<file path="config.mk">
export PLATFORM = sky130hd
export DESIGN_NAME = seq_divider_flat
export DESIGN_NICKNAME = d
export VERILOG_FILES = /design/src/rtl/seq_divider_if.sv /design/src/rtl/seq_divider.sv /design/src/flat_wrapper.sv
export SDC_FILE = /design/constraint.sdc
export NUM_CORES = 1
export LEC_CHECK = 0
export CELL_PAD_IN_SITES_DETAIL_PLACEMENT = 1
export CELL_PAD_IN_SITES_GLOBAL_PLACEMENT = 1
export CORE_MARGIN = 2
export CORE_UTILIZATION = 46
export CTS_BUF_LIST = sky130_fd_sc_hd__clkbuf_2 sky130_fd_sc_hd__clkbuf_4 sky130_fd_sc_hd__clkbuf_8
export CTS_CLUSTER_DIAMETER = 50
export DETAILED_ROUTE_END_ITERATION = 6
export GPL_TIMING_DRIVEN = 0
export PLACE_DENSITY_LB_ADDON = 0.1
export SYNTH_ARGS = -nofsm -noshare
export SYNTH_HDL_FRONTEND = slang
export SYNTH_SLANG_ARGS = --single-unit
export TNS_END_PERCENT = 100
</file>
<file path="constraint.sdc">
create_clock -name clk -period 4.4 [get_ports clk]
set_clock_uncertainty 0.05 [all_clocks]
set_input_delay 1.32 -clock clk [delete_from_list [all_inputs] [get_ports clk]]
set_output_delay 1.32 -clock clk [all_outputs]
set_load 0.01 [all_outputs]
</file>
<file path="src/rtl/seq_divider_if.sv">
// Handshake and result bundle for seq_divider: operands in, quotient/remainder/flags out.
interface seq_divider_if #(
  parameter int unsigned WIDTH = 16
);
  logic             in_valid;
  logic             in_ready;
  logic [WIDTH-1:0] dividend;
  logic [WIDTH-1:0] divisor;
  logic             out_valid;
  logic             out_ready;
  logic [WIDTH-1:0] quotient;
  logic [WIDTH-1:0] remainder;
  logic             div_by_zero;
  logic             overflow;
  logic             busy;

  // Requester side (kinematics sequencer / bench)
  modport master (
    output in_valid, dividend, divisor, out_ready,
    input  in_ready, out_valid, quotient, remainder, div_by_zero, overflow, busy
  );

  // Divider side
  modport slave (
    input  in_valid, dividend, divisor, out_ready,
    output in_ready, out_valid, quotient, remainder, div_by_zero, overflow, busy
  );
endinterface

</file>
<file path="src/rtl/seq_divider.sv">
// Radix-2 restoring sequential divider, one quotient bit per clock, signed or unsigned.
// Optional macro DIV_SAT_EN: divide-by-zero saturates the quotient and zeroes the remainder.
module seq_divider #(
  parameter int unsigned WIDTH  = 16,
  parameter int unsigned SIGNED = 0
) (
  input logic          clk,
  input logic          reset,
  seq_divider_if.slave bus
);
  localparam int unsigned CW = $clog2(WIDTH);
  localparam logic [CW-1:0]    CNT_INIT = CW'(WIDTH - 1);
  localparam logic [WIDTH-1:0] MIN_VAL  = {1'b1, {(WIDTH-1){1'b0}}};

  typedef enum logic [1:0] {IDLE, CALC, DONE} state_t;

  state_t           state_q, state_d;
  logic [WIDTH-1:0] a_q, a_d;       // dividend magnitude, becomes quotient magnitude
  logic [WIDTH-1:0] b_q, b_d;       // divisor magnitude
  logic [WIDTH-1:0] rem_q, rem_d;   // partial remainder
  logic [CW-1:0]    cnt_q, cnt_d;
  logic             negq_q, negq_d; // quotient sign fix-up
  logic             negr_q, negr_d; // remainder / dividend sign
  logic             dz_q, dz_d;
  logic             ovf_q, ovf_d;
  logic [WIDTH-1:0] quo_q, quo_d;
  logic [WIDTH-1:0] rmd_q, rmd_d;
  logic             ovalid_q, ovalid_d;
  logic             iready_q, iready_d;
  logic             busy_q, busy_d;

  logic [WIDTH:0]   shifted;
  logic [WIDTH:0]   diff;
  logic [WIDTH-1:0] q_res;
  logic [WIDTH-1:0] r_res;

  function automatic logic [WIDTH-1:0] mag(input logic [WIDTH-1:0] x);
    return (SIGNED != 0 && x[WIDTH-1]) ? -x : x;
  endfunction

  // Next-state, datapath step and final result formatting
  always_comb begin
    state_d  = state_q;
    a_d      = a_q;
    b_d      = b_q;
    rem_d    = rem_q;
    cnt_d    = cnt_q;
    negq_d   = negq_q;
    negr_d   = negr_q;
    dz_d     = dz_q;
    ovf_d    = ovf_q;
    quo_d    = quo_q;
    rmd_d    = rmd_q;
    ovalid_d = ovalid_q;

    shifted = {rem_q, a_q[WIDTH-1]};
    diff    = shifted - {1'b0, b_q};

    q_res = negq_q ? -a_q : a_q;
    r_res = negr_q ? -rem_q : rem_q;
    if (dz_q) begin
`ifdef DIV_SAT_EN
      if (SIGNED != 0) q_res = negr_q ? MIN_VAL : ~MIN_VAL;
      else             q_res = '1;
      r_res = '0;
`else
      // Operands never entered CALC, so a_q still holds |dividend|
      q_res = '1;
      r_res = negr_q ? -a_q : a_q;
`endif
    end

    unique case (state_q)
      IDLE: begin
        if (bus.in_valid && iready_q) begin
          a_d    = mag(bus.dividend);
          b_d    = mag(bus.divisor);
          rem_d  = '0;
          cnt_d  = CNT_INIT;
          negq_d = (SIGNED != 0) && (bus.dividend[WIDTH-1] ^ bus.divisor[WIDTH-1]);
          negr_d = (SIGNED != 0) && bus.dividend[WIDTH-1];
          dz_d   = (bus.divisor == '0);
          ovf_d  = (SIGNED != 0) && (bus.dividend == MIN_VAL) && (bus.divisor == '1);
          state_d = (bus.divisor == '0) ? DONE : CALC;
        end
      end
      CALC: begin
        rem_d = diff[WIDTH] ? shifted[WIDTH-1:0] : diff[WIDTH-1:0];
        a_d   = {a_q[WIDTH-2:0], ~diff[WIDTH]};
        cnt_d = cnt_q - CW'(1);
        if (cnt_q == '0) state_d = DONE;
      end
      DONE: begin
        if (!ovalid_q) begin
          ovalid_d = 1'b1;
          quo_d    = q_res;
          rmd_d    = r_res;
        end else if (bus.out_ready) begin
          ovalid_d = 1'b0;
          state_d  = IDLE;
        end
      end
      default: state_d = IDLE;
    endcase

    iready_d = (state_d == IDLE);
    busy_d   = (state_d != IDLE);
  end

  // State register
  always_ff @(posedge clk or negedge reset) begin
    if (!reset) state_q <= IDLE;
    else        state_q <= state_d;
  end

  // Datapath and registered outputs
  always_ff @(posedge clk or negedge reset) begin
    if (!reset) begin
      a_q      <= '0;
      b_q      <= '0;
      rem_q    <= '0;
      cnt_q    <= '0;
      negq_q   <= 1'b0;
      negr_q   <= 1'b0;
      dz_q     <= 1'b0;
      ovf_q    <= 1'b0;
      quo_q    <= '0;
      rmd_q    <= '0;
      ovalid_q <= 1'b0;
      iready_q <= 1'b1;
      busy_q   <= 1'b0;
    end else begin
      a_q      <= a_d;
      b_q      <= b_d;
      rem_q    <= rem_d;
      cnt_q    <= cnt_d;
      negq_q   <= negq_d;
      negr_q   <= negr_d;
      dz_q     <= dz_d;
      ovf_q    <= ovf_d;
      quo_q    <= quo_d;
      rmd_q    <= rmd_d;
      ovalid_q <= ovalid_d;
      iready_q <= iready_d;
      busy_q   <= busy_d;
    end
  end

  assign bus.in_ready    = iready_q;
  assign bus.out_valid   = ovalid_q;
  assign bus.quotient    = quo_q;
  assign bus.remainder   = rmd_q;
  assign bus.div_by_zero = dz_q;
  assign bus.overflow    = ovf_q;
  assign bus.busy        = busy_q;
endmodule

</file>
<file path="src/flat_wrapper.sv">
// flat-port wrapper written by rule: the top's interface ports become plain ports
module seq_divider_flat 
#(
  parameter int unsigned WIDTH  = 16,
  parameter int unsigned SIGNED = 0
)
  (clk, reset, bus_in_valid, bus_dividend, bus_divisor, bus_out_ready, bus_in_ready, bus_out_valid, bus_quotient, bus_remainder, bus_div_by_zero, bus_overflow, bus_busy);
  seq_divider_if #(.WIDTH(WIDTH)) bus_i ();
  input logic clk;
  input logic reset;
  input wire logic [$bits(bus_i.in_valid)-1:0] bus_in_valid;
  input wire logic [$bits(bus_i.dividend)-1:0] bus_dividend;
  input wire logic [$bits(bus_i.divisor)-1:0] bus_divisor;
  input wire logic [$bits(bus_i.out_ready)-1:0] bus_out_ready;
  output wire logic [$bits(bus_i.in_ready)-1:0] bus_in_ready;
  output wire logic [$bits(bus_i.out_valid)-1:0] bus_out_valid;
  output wire logic [$bits(bus_i.quotient)-1:0] bus_quotient;
  output wire logic [$bits(bus_i.remainder)-1:0] bus_remainder;
  output wire logic [$bits(bus_i.div_by_zero)-1:0] bus_div_by_zero;
  output wire logic [$bits(bus_i.overflow)-1:0] bus_overflow;
  output wire logic [$bits(bus_i.busy)-1:0] bus_busy;
  assign bus_i.in_valid = bus_in_valid;
  assign bus_i.dividend = bus_dividend;
  assign bus_i.divisor = bus_divisor;
  assign bus_i.out_ready = bus_out_ready;
  assign bus_in_ready = bus_i.in_ready;
  assign bus_out_valid = bus_i.out_valid;
  assign bus_quotient = bus_i.quotient;
  assign bus_remainder = bus_i.remainder;
  assign bus_div_by_zero = bus_i.div_by_zero;
  assign bus_overflow = bus_i.overflow;
  assign bus_busy = bus_i.busy;
  seq_divider #(.WIDTH(WIDTH), .SIGNED(SIGNED)) u_core (.clk(clk), .reset(reset), .bus(bus_i));
endmodule
</file>
==> flow_summary.json <==
{
  "status": "finished clean",
  "die_w_um": 104,
  "vias_per_cell": 5.69,
  "ys_ff_latch": 90,
  "mostFrequentLayoutCell": "dfrtp_1",
  "path_max_fanout": 10,
  "syn-instance-count": 491,
  "syn_area_sq_um": 4640,
  "final_cell_mix": "dfrtp_1 (89), clkdlybuf4s50_1 (70), nor2_1 (55), a21oi_1 (47), nand2_1 (46)",
  "n_fill_cell": 1141,
  "cts_resized": 0,
  "finalCritPeriodShare": 0.775,
  "power_w": 0.00516,
  "synth_edf_count": 0,
  "grt_max_degree": 53,
  "grt_first_pass_wirelength_mm": 22.7,
  "yosysWarnings": 0,
  "crit_path_start_kind": "primary input",
  "arrival_ns": 3.67,
  "worst_pin_slew_ns": 1.17,
  "stdcell_count": 712,
  "die-area_sq_um": 10900,
  "drt_iter0_markers": 188,
  "critPathMaxStageDelay_ns": 0.88,
  "drive_gt1_frac": 0.0587,
  "fmax_mhz": 293,
  "routed_wl_mm": 13.7,
  "syn-num-nets": 545,
  "power_density_nw_per_um2": 900,
  "setup_tns_ns": 0,
  "ys_seq_area_frac": 0.486,
  "synth.largest_area_cell": "dfrtp_1",
  "grt_pass1_vias": 4347,
  "clk_latency_ns": 0.37,
  "setup_violations": 0,
  "crit_chain": "clkdlybuf4s50_1 > nand2_1 > nor3_1 > clkbuf_1 > a222oi_1 > inv_1",
  "synth_top_area_frac": 0.480,
  "rsz0062_at_grt": "false",
  "tritoncts": "done",
  "cts_hold_buf": 0,
  "clk_pin_slew_worst_paths_ns": 0.09,
  "areaGrowthSynthToFinish_pct": 23.7,
  "core_area_sq_um": 9770,
  "ys.flop_type": "dfrtp_1",
  "final_hold_viol_count": 0,
  "dr.pass1.iters": 5,
  "post_drt_wl_per_cell_um": 19.2,
  "syn_area_per_cell_sq_um": 9.44,
  "holdPathStages": 1,
  "slowest_stage": "nor3_1",
  "cts_buffers": 9,
  "hpwl_mm": 10.5,
  "startpoint": "bus_in_valid",
  "hp-start": "u_core.cnt_q[3]$_DFFE_PN0P_",
  "clockBufferDepth": 2,
  "drtAntennaViolNets": 0,
  "dpl.cell_count": 696,
  "ctsHtreeMaxLevel": 3,
  "rows": 36,
  "cellLeakagePower_nw": 2.53,
  "n_antenna_cell": 0,
  "cp.depth": 6,
  "nets": 628,
  "min_period_ns": 3.41,
  "ys_top_cells_by_area": "dfrtp_1 (48%), a21oi_1 (5.1%), ha_1 (4.6%), nor2_1 (4.5%), mux2i_1 (4.3%)",
  "drc": 0,
  "critical-path-top-delay-family": "buffers and inverters",
  "port_buffers": 71,
  "hold_class": "flop to flop",
  "grt_usage": 0.265,
  "pin_count": 73,
  "critPathRequiredTime_ns": 4.66,
  "num_vias": 4048,
  "cts.sinks": 90,
  "cts-root-buf": "clkbuf_8",
  "rr_startpoint": "u_core.a_q[15]$_DFFE_PN0P_",
  "maxCapViolCount": 0,
  "slew-limit-headroom": 0.216,
  "async_flop_share": 1.00,
  "cp.buffers_inverters": 3,
  "cts_setup_buffers": 0,
  "vdd_drop_max_mv": 0.366,
  "path_class": "primary input to flop",
  "antenna_found_initial": 0,
  "rr_worst_depth": 13,
  "worstSetupEndpointType": "flop",
  "die_y_um": 104,
  "fin_util": 0.587,
  "grt-ovfl-total": 0,
  "synth_cell_type_count": 52,
  "drv_slew": 0,
  "start_util": 0.474,
  "gp_congestion": 0.896
}
[cell families after synthesis]
kind of cell    after synthesis  synth area share
mux                          21            0.0456
buf+inv                      69            0.0629
compound gates              139             0.198
other cells                   1          0.000809
flops                        90             0.486
simple gates                141             0.132
fa+ha+maj                    18            0.0502
xor+xnor                     12            0.0243
[final timing paths]
check,endpoint,slack [ns]
max in group asynchronous,u_core.cnt_q[0]$_DFFE_PN0P_,2.79
setup / recovery,u_core.a_q[3]$_DFFE_PN0P_,0.99
hold reg to reg,u_core.cnt_q[3]$_DFFE_PN0P_,0.46
setup reg to reg,u_core.rem_q[0]$_DFFE_PN0P_,1.15
min in group asynchronous,u_core.bus.out_valid$_DFFE_PN0N_,0.88
hold / removal,u_core.cnt_q[3]$_DFFE_PN0P_,0.46
[where the power goes]
part / switching [W] / internal, W
registers: 0.000336 / 0.00124
logic: 0.00166 / 0.00134
clock network: 0.000317 / 0.000270
[area by class of cell]
| type | count | area [sq um] | share of cell area |
|---|---|---|---|
| plain buffers | 32 | 153 | 0.0266 |
| inverters | 37 | 139 | 0.0242 |
| multi-input cells | 332 | 2090 | 0.365 |
| clock inverters | 6 | 67.6 | 0.0118 |
| repair buffers | 72 | 736 | 0.128 |
| clock buffers | 10 | 131 | 0.0229 |
| flip-flops and latches | 90 | 2250 | 0.393 |
| well taps | 133 | 166 | 0.0290 |
[stage by stage]
step | worst slack, ns | hold slack (ns) | area (sq um)
finish | 0.990 | 0.458 | 5740
CTS | 0.987 | 0.462 | 5740
global placement | -1.36 | 0.413 | 5510
global route | 0.863 | 0.493 | 5740
floorplan | 1.78 | 0.396 | 4640
detailed placement | 0.674 | 0.451 | 5540
[layer usage]
| layer | vias up | GRT usage | wire, um |
|---|---|---|---|
| met5 | - | 0 | 0 |
| met4 | 0 | 0.0656 | 186 |
| met3 | 19 | 0.0514 | 559 |
| met2 | 105 | 0.461 | 6860 |
| met1 | 2014 | 0.340 | 6060 |
| li1 | 1910 | - | - |
[cell usage after synthesis (4+ instances only)]
cell	instances
a21o_1	9
a21oi_1	47
a222oi_1	15
a31oi_1	5
buf_2	5
clkbuf_1	22
dfrtp_1	89
ha_1	17
inv_1	37
mux2i_1	20
nand2_1	46
nand2b_1	5
nand3_1	12
nand4_1	4
nor2_1	55
nor3_1	5
nor4_1	5
o21ai_0	28
o21ai_1	5
o311ai_1	7
o31ai_1	4
xnor2_1	5
xor2_1	6
[registers in the layout, indices dropped and copies added (netlist names), 2 cells and up]
signal	cells
u_core.state_q	2
u_core.bus.quotient	16
u_core.a_q	16
u_core.b_q	16
u_core.rem_q	16
u_core.bus.remainder	16
u_core.cnt_q	4
Note: power is estimated with default switching activity, not from simulation.
